==> src/rtl/reg_dato_win.sv <==
// Sliding-window sample register: keeps the last DEPTH samples, reports newest/oldest, exact sum and 2^n average.
// Latency: 1 cycle from a load (or clear) edge to every output; all outputs are registered.
// Backpressure: none; a load is accepted on every cycle enable=1, so the producer is never stalled.
//
// Ports:
//   clk, rst (sync, active-low)   clear (sync window flush)   enable / data_in (sample load)
//   data_out (newest)  oldest_out  sum_out  avg_out (sum_out >> LOG2D)  count  full  avg_valid (pulse)
module reg_dato_win #(
    parameter int WIDTH = 8,
    parameter int DEPTH = 8,
    localparam int LOG2D = $clog2(DEPTH)
) (
    input  logic                   clk,
    input  logic                   rst,
    input  logic                   clear,
    input  logic                   enable,
    input  logic [WIDTH-1:0]       data_in,
    output logic [WIDTH-1:0]       data_out,
    output logic [WIDTH-1:0]       oldest_out,
    output logic [WIDTH+LOG2D-1:0] sum_out,
    output logic [WIDTH-1:0]       avg_out,
    output logic [LOG2D:0]         count,
    output logic                   full,
    output logic                   avg_valid
);

    localparam int SW = WIDTH + LOG2D;
    localparam logic [LOG2D:0] DEPTH_CNT = (LOG2D + 1)'(DEPTH);

    logic [WIDTH-1:0] mem [DEPTH];
    logic [LOG2D-1:0] wr_ptr;

    logic [LOG2D-1:0] ptr_nxt;
    logic [SW-1:0]    din_ext;
    logic [SW-1:0]    evict_ext;
    logic [SW-1:0]    sum_nxt;
    logic [LOG2D:0]   cnt_nxt;
    logic             full_nxt;
    logic [WIDTH-1:0] oldest_nxt;

    // Next state for a plain load (enable=1, clear=0).
    always_comb begin
        din_ext   = SW'(data_in);
        evict_ext = SW'(mem[wr_ptr]);
        ptr_nxt   = wr_ptr + LOG2D'(1);
        sum_nxt   = sum_out + din_ext;
        cnt_nxt   = count + (LOG2D + 1)'(1);
        if (full) begin
            // Modular arithmetic at SW bits: the intermediate may wrap but the
            // final value is the true window sum, which always fits.
            sum_nxt = sum_out + din_ext - evict_ext;
            cnt_nxt = count;
        end
        full_nxt = (cnt_nxt == DEPTH_CNT);
        // While filling, wr_ptr equals count, so entry 0 is the oldest; it is
        // the incoming sample itself when this is the first load.
        // Once full, the oldest is the next slot to be overwritten, which is
        // never the slot being written now because DEPTH >= 2.
        if (full_nxt) begin
            oldest_nxt = mem[ptr_nxt];
        end else if (wr_ptr == '0) begin
            oldest_nxt = data_in;
        end else begin
            oldest_nxt = mem[0];
        end
    end

    always_ff @(posedge clk) begin
        if (!rst) begin
            for (int i = 0; i < DEPTH; i++) begin
                mem[i] <= '0;
            end
            wr_ptr     <= '0;
            data_out   <= '0;
            oldest_out <= '0;
            sum_out    <= '0;
            avg_out    <= '0;
            count      <= '0;
            full       <= 1'b0;
            avg_valid  <= 1'b0;
        end else if (clear) begin
            for (int i = 0; i < DEPTH; i++) begin
                mem[i] <= '0;
            end
            avg_valid <= 1'b0;
            full      <= 1'b0;
            if (enable) begin
                // Flush then take data_in as the first entry of a fresh window.
                mem[0]     <= data_in;
                wr_ptr     <= LOG2D'(1);
                data_out   <= data_in;
                oldest_out <= data_in;
                sum_out    <= din_ext;
                avg_out    <= din_ext[SW-1:LOG2D];
                count      <= (LOG2D + 1)'(1);
            end else begin
                wr_ptr     <= '0;
                data_out   <= '0;
                oldest_out <= '0;
                sum_out    <= '0;
                avg_out    <= '0;
                count      <= '0;
            end
        end else if (enable) begin
            mem[wr_ptr] <= data_in;
            wr_ptr      <= ptr_nxt;
            data_out    <= data_in;
            oldest_out  <= oldest_nxt;
            sum_out     <= sum_nxt;
            avg_out     <= sum_nxt[SW-1:LOG2D];
            count       <= cnt_nxt;
            full        <= full_nxt;
            avg_valid   <= full_nxt;
        end else begin
            avg_valid <= 1'b0;
        end
    end

endmodule

==> config.mk <==
export PLATFORM = sky130hd
export DESIGN_NAME = reg_dato_win
export DESIGN_NICKNAME = d
export VERILOG_FILES = /design/src/rtl/reg_dato_win.sv
export SDC_FILE = /design/constraint.sdc
export NUM_CORES = 1
export LEC_CHECK = 0
export ABC_AREA = 1
export CAP_MARGIN = 20
export CORE_ASPECT_RATIO = 1.4
export CORE_MARGIN = 2
export CORE_UTILIZATION = 58
export CTS_BUF_LIST = sky130_fd_sc_hd__clkbuf_16
export DETAILED_ROUTE_END_ITERATION = 10
export PLACE_DENSITY = 0.8
export SYNTH_ARGS = -nofsm -noshare
export SYNTH_HDL_FRONTEND = slang
export SYNTH_SLANG_ARGS = --single-unit
==> constraint.sdc <==
create_clock -name clk -period 3.3 [get_ports clk]
set_input_delay 0.495 -clock clk [delete_from_list [all_inputs] [get_ports clk]]
set_output_delay 0.495 -clock clk [all_outputs]
set_load 0.1 [all_outputs]
Word-level counts from Yosys, hierarchy flattened

Memories as Yosys holds them, arrays and structs flattened. A register that Yosys moved wholly into a read port is not among the register bits.
Index checks and enable logic that the tools add are counted.

Add/subtract/negate cells: 4
$mul: 0
Div/mod/pow operators: 0
$lt $le $gt $ge: 0
Eq/ne operators: 1
Shift-type cells: 0
Mux-type cells: 46
Bitwise operators: 11
Reduce and logical (&&, ||, !) cells: 5

Operators by type and width:

| operator              | number |
|---|---|
| $mux W8               | 20 |
| $mux W11              | 3 |
| $mux W3               | 5 |
| $mux W1               | 14 |
| $mux W4               | 3 |
| $add A11 B8 Y11       | 1 |
| $sub A11 B8 Y11       | 1 |
| $or A1 B1 Y1          | 9 |
| $reduce_or A8 Y1      | 1 |
| $mux W5               | 1 |
| $add A4 B1 Y4 const B | 1 |
| $eq A4 B4 Y1 const B  | 1 |
| $add A3 B1 Y3 const B | 1 |
| $logic_not A3 Y1      | 1 |
| $reduce_or A3 Y1      | 1 |
| $not A1 Y1            | 2 |
| $reduce_bool A2 Y1    | 1 |
| $reduce_or A2 Y1      | 1 |

Register bits after elaboration: 44
Latch bits: 0
Memory bits (writable): 64
ROM bits: 0
Output and inout bits: 41
Memories kept: 1

Memories:

| name | depth | width | read ports | clocked after memory_dff | wr ports | line | text |
|---|---|---|---|---|---|---|---|
| mem  | 8     | 8     | 3          | 1                        | 8        | 30   | `logic [WIDTH-1:0] mem [DEPTH];` |

Logic depth before layout (Yosys ltp)

Depth after elaboration: 6
Gate-level depth with buffers: 20

Worst setup path before layout

Ideal clock, no wire load.

Path type: register to register
From: reg sum_out[4]
To: reg sum_out[8]
Data arrival time: 3.081 ns
Slack: 0.096 ns
Cell stages (with the launch flop): 20
Buffers on the path: 0
Clock period less this slack: 3.204 ns
Cells stage by stage: dfxtp_1 > ha_1 > nand2_1 > inv_1 > nand2_1 > nand2_1 > a21oi_1 > xor2_1 > inv_1 > ha_1 > nand2_1 > a21oi_1 > nand3b_1 > nand2_1 > nand2_1 > nand3_1 > nand2_1 > nand2_1 > nand3_1 > o21ai_0

Longest elaborated chain between the ends: 5

Ends and longest elaborated chain:

| element                | line   | text |
|---|---|---|
| start, declared        | 20     | `output logic [WIDTH+LOG2D-1:0] sum_out,` |
| start signal, assigned | 93     | `sum_out <= din_ext;` |
| start signal, assigned | 109    | `sum_out <= sum_nxt;` |
| $add A11 B8 Y11 (*)    | 46, 51 |  |
| $sub A11 B8 Y11        | 51     | `sum_nxt = sum_out + din_ext - evict_ext;` |
| $mux W11 (*)           | 48     | `if (full) begin` |
| $mux W11 (*)           | 104    | `end else if (enable) begin` |
| $mux W11 (*)           | 81     | `end else if (clear) begin` |

Mark *: on every way between the ends. The rest lies on a longest branch, timed or not. The select of a mux whose other input is x is not followed.
A chain may end at the register's enable or synchronous reset.

Worst setup path in the final report

From: in data_in[2]
To: reg sum_out[8]

Longest elaborated chain between the ends: 5

Ends and longest elaborated chain:

| element             | line   | text |
|---|---|---|
| start, declared     | 17     | `input logic [WIDTH-1:0] data_in,` |
| $add A11 B8 Y11 (*) | 46, 51 |  |
| $sub A11 B8 Y11     | 51     |  |
| $mux W11 (*)        | 48     |  |
| $mux W11 (*)        | 104    |  |
| $mux W11 (*)        | 81     |  |

Marked as above.

==> results.toml <==
[run_status]
outcome = "completed"

[timing]
rsz0062_at_grt = "no"
final.setup.worst_slack_ns = 0.301
fin_crit_sh_pct = 90.9
clock.fmax_mhz = 333
maxSlewHeadroom_pct = 34.0
period_minus_slack_ns = 3.00
fin_skew_ns = 0.00768
hold_viol_final = 0
slew_viol_final = 0
tightest_slew_ns = 0.986
setup_viol = 0
fin_tns_setup_ns = 0

[setup_path]
crit_arrival_ns = 3.23
crit_fanout = 5
startpoint_type = "primary input"
critPathTopFamily = "simple AND/OR/NAND/NOR gates"
crit_path_frequent_cell = "nand2_1"
crit_slowest_cell = "clkdlybuf4s50_1"
cp.buffers_inverters = 3
required_ns = 3.53
end_kind = "flip-flop"
worstPathCellList = "clkdlybuf4s50_1 > ha_1 > nand2_1 > nand2_1 > nand2_1 > nand2_1 > a21oi_1 > xor2_1 > inv_1 > ha_4 > nand2_1 > inv_1 > nand4_1 > nand3b_1 > nand2_1 > nand2_1 > nand3_1 > nand2_1 > nand2_1 > nand3_1 > o21ai_0"
crit_type = "primary input to flip-flop"
slowest_delay_ns = 0.44

[layout]
drive_above_1_share_pct = 8.38
syn2layout_area_growth_pct = 17.4
fill_cells = 883
most-common-layout-cells = "141 x nand2_1, 138 x nor2_1, 103 x o21ai_0, 73 x inv_1, 64 x edfxtp_1"
final_cells = 973
fin_area_um2 = 7080
final_common_cell = "nand2_1"
n_antenna_cell = 0
finalNetCount = 863

[power_and_ir_drop]
p_seq_share_pct = 41.3
ir_drop_mv = 0.298
p_comb_share_pct = 29.1
power_density_nw_per_um2 = 505
leakage_nw = 2.94
internal_power_mw = 2.33
power.share.clock_pct = 29.6
switchingPower_mw = 1.24
power_mw = 3.57
switching_share_pct = 34.8

[global_routing]
grt_util_met3_pct = 6.17
grt_pass1_wl_um = 28900
grt_pass1_vias = 5622
grt_max_degree = 38
use_met2_pct = 57.5
busiest_layer = "met2"
grt_antenna_before_repair = 0
grt_util_met1_pct = 38.1
track_usage_pct = 33.2
gr-total-overflow = 0

[synthesis]
yosysWarnings = 0
yosysSeqAreaShare_pct = 44.8
netlist_area_um2 = 6030
synth_cells = 771
synth_nets = 804
synth-seq-cells = 103
ys_types = 38
synth.avg_cell_area_um2 = 7.82

[route]
drc = 0
dr.pass1.iters = 6
wl_um = 18400
drt_iter0_drc = 579
vias = 5812
ant_nets = 0
vias_per_cell = 5.97
wl_per_cell_um = 18.9

[placed_design]
postPlaceCellArea_um2 = 6780
port_buffers = 52
dp_hpwl_um = 13200
place_congestion = 0.948
place_ws_ns = -0.0930
dp_cells = 957

[floorplan]
initial_core_util_pct = 58.9
rows = 44
dieArea_um2 = 11200
fp.dieW_um = 90.2
core_area_um2 = 10200
ios = 53
die_h_um = 125

[job]
maxCapViolations = 0

[cts]
cts_tree = "built"
cts.sinks = 103
ctsHoldBuffers = 0
clk_pin_slew_ns = 0.07
htreeDepth = 3
numCtsBuffers = 9
cts_root_buf = "clkbuf_16"
cts_buffer_depth = 2
clkLatencyLatePin_ns = 0.35

[hold_path]
hold_class = "flip-flop to flip-flop"
-- flip-flops by register name, summed over array words and instances (netlist names), named ones only --
signal and cells:
sum_out 11, wr_ptr 3, data_out 8, oldest_out 8
mem 64, full 1, count 4, avg_valid 1
-- per-stage QoR --
stage               hold WS (ns)  util (%)
global placement           0.444      66.2
CTS                        0.466      69.0
detailed placement         0.448      66.2
floorplan                  0.546         -
finish                     0.460      69.1
global route               0.510      69.1
-- layout make-up --
| type | instances | area, µm² | area share (%) |
|---|---|---|---|
| multi-input combinational | 549 | 2830 | 40.0 |
| inverter | 82 | 313 | 4.42 |
| sequential | 103 | 2700 | 38.2 |
| timing repair buffer | 85 | 771 | 10.9 |
| tap | 138 | 173 | 2.44 |
| clock inverter | 7 | 62.6 | 0.884 |
| clock buffer | 9 | 225 | 3.18 |
-- power groups by stage --
| stage | logic (mW) | registers [mW] | clock network (mW) |
|---|---|---|---|
| 2_1_floorplan | 0.572 | 1.67 | 0 |
| 3_3_place_gp | 0.983 | 1.50 | 0 |
| 3_5_place_dp | 1.01 | 1.50 | 0 |
| 4_1_cts | 1.01 | 1.47 | 1.05 |
| 5_1_grt | 1.13 | 1.48 | 1.11 |
| 6_report | 1.04 | 1.48 | 1.06 |
-- cell families (layout without fill, tap and decap cells) --
group | after synthesis | after routing | share of synthesized area (%)
AO/OA/AOI/OAI | 189 | 189 | 18.0
XOR/XNOR | 13 | 13 | 2.14
adder cells (fa/ha/maj) | 21 | 21 | 4.48
buffers and inverters | 119 | 183 | 8.43
flip-flops | 103 | 103 | 44.8
AND/OR/NAND/NOR | 326 | 326 | 22.2
-- per-layer routing --
layer | share of wire (%) | up-vias
met4 | 5.7 | 0
met1 | 36 | 2727
li1 | - | 2720
met3 | 7.8 | 75
met5 | 0 | -
met2 | 50 | 290
-- cells in the mapped netlist --
master	count	area share [%]
edfxtp_1	64	32
a22oi_1	1	0.12
nor2_4	3	0.56
nor2_2	2	0.21
a31oi_1	10	1.0
inv_6	1	0.15
clkbuf_2	2	0.17
xor2_2	2	0.54
buf_4	8	1.0
a21boi_0	1	0.12
xnor2_1	3	0.44
o21ai_1	1	0.083
a22oi_2	1	0.21
o221ai_1	12	1.7
nand3b_1	2	0.25
o21ai_0	103	8.6
nand3_1	26	2.2
a22o_1	1	0.15
nor2_1	138	8.6
inv_2	1	0.062
fa_1	1	0.33
nand2_2	6	0.62
ha_1	20	4.2
nor3_4	1	0.27
buf_6	2	0.37
o211ai_1	13	1.6
or2_2	2	0.21
a21oi_1	23	1.9
nand4_1	5	0.52
clkinv_1	8	0.50
inv_1	72	4.5
o22ai_1	22	2.3
nand2_1	141	8.8
xor2_1	8	1.2
dfxtp_1	39	13
clkbuf_1	18	1.1
o21bai_1	1	0.12
buf_2	7	0.58
-- worst min-delay path, stage by stage, from the launching register on --
cell     delay [ns]
dfxtp_1        0.33
nand2_1        0.05
o21ai_0        0.05
-- timing repair --
action,4_1_cts,5_1_grt
endpoints found under the setup margin,0,1
buffers inserted,0,0
resized for setup,0,1
-- final timing paths --
check                           startpoint                  endpoint  slack, ns  cells after the start
setup / recovery                data_in[2]   sum_out[8]$_SDFFE_PN0N_       0.30                     21
hold / removal    data_out[5]$_SDFFE_PN0N_  data_out[5]$_SDFFE_PN0N_       0.46                      2
setup reg to reg                 flip-flop   sum_out[8]$_SDFFE_PN0N_       0.40                     17
hold reg to reg   data_out[5]$_SDFFE_PN0N_  data_out[5]$_SDFFE_PN0N_       0.46                      2
(Power assumes the default switching activity.)
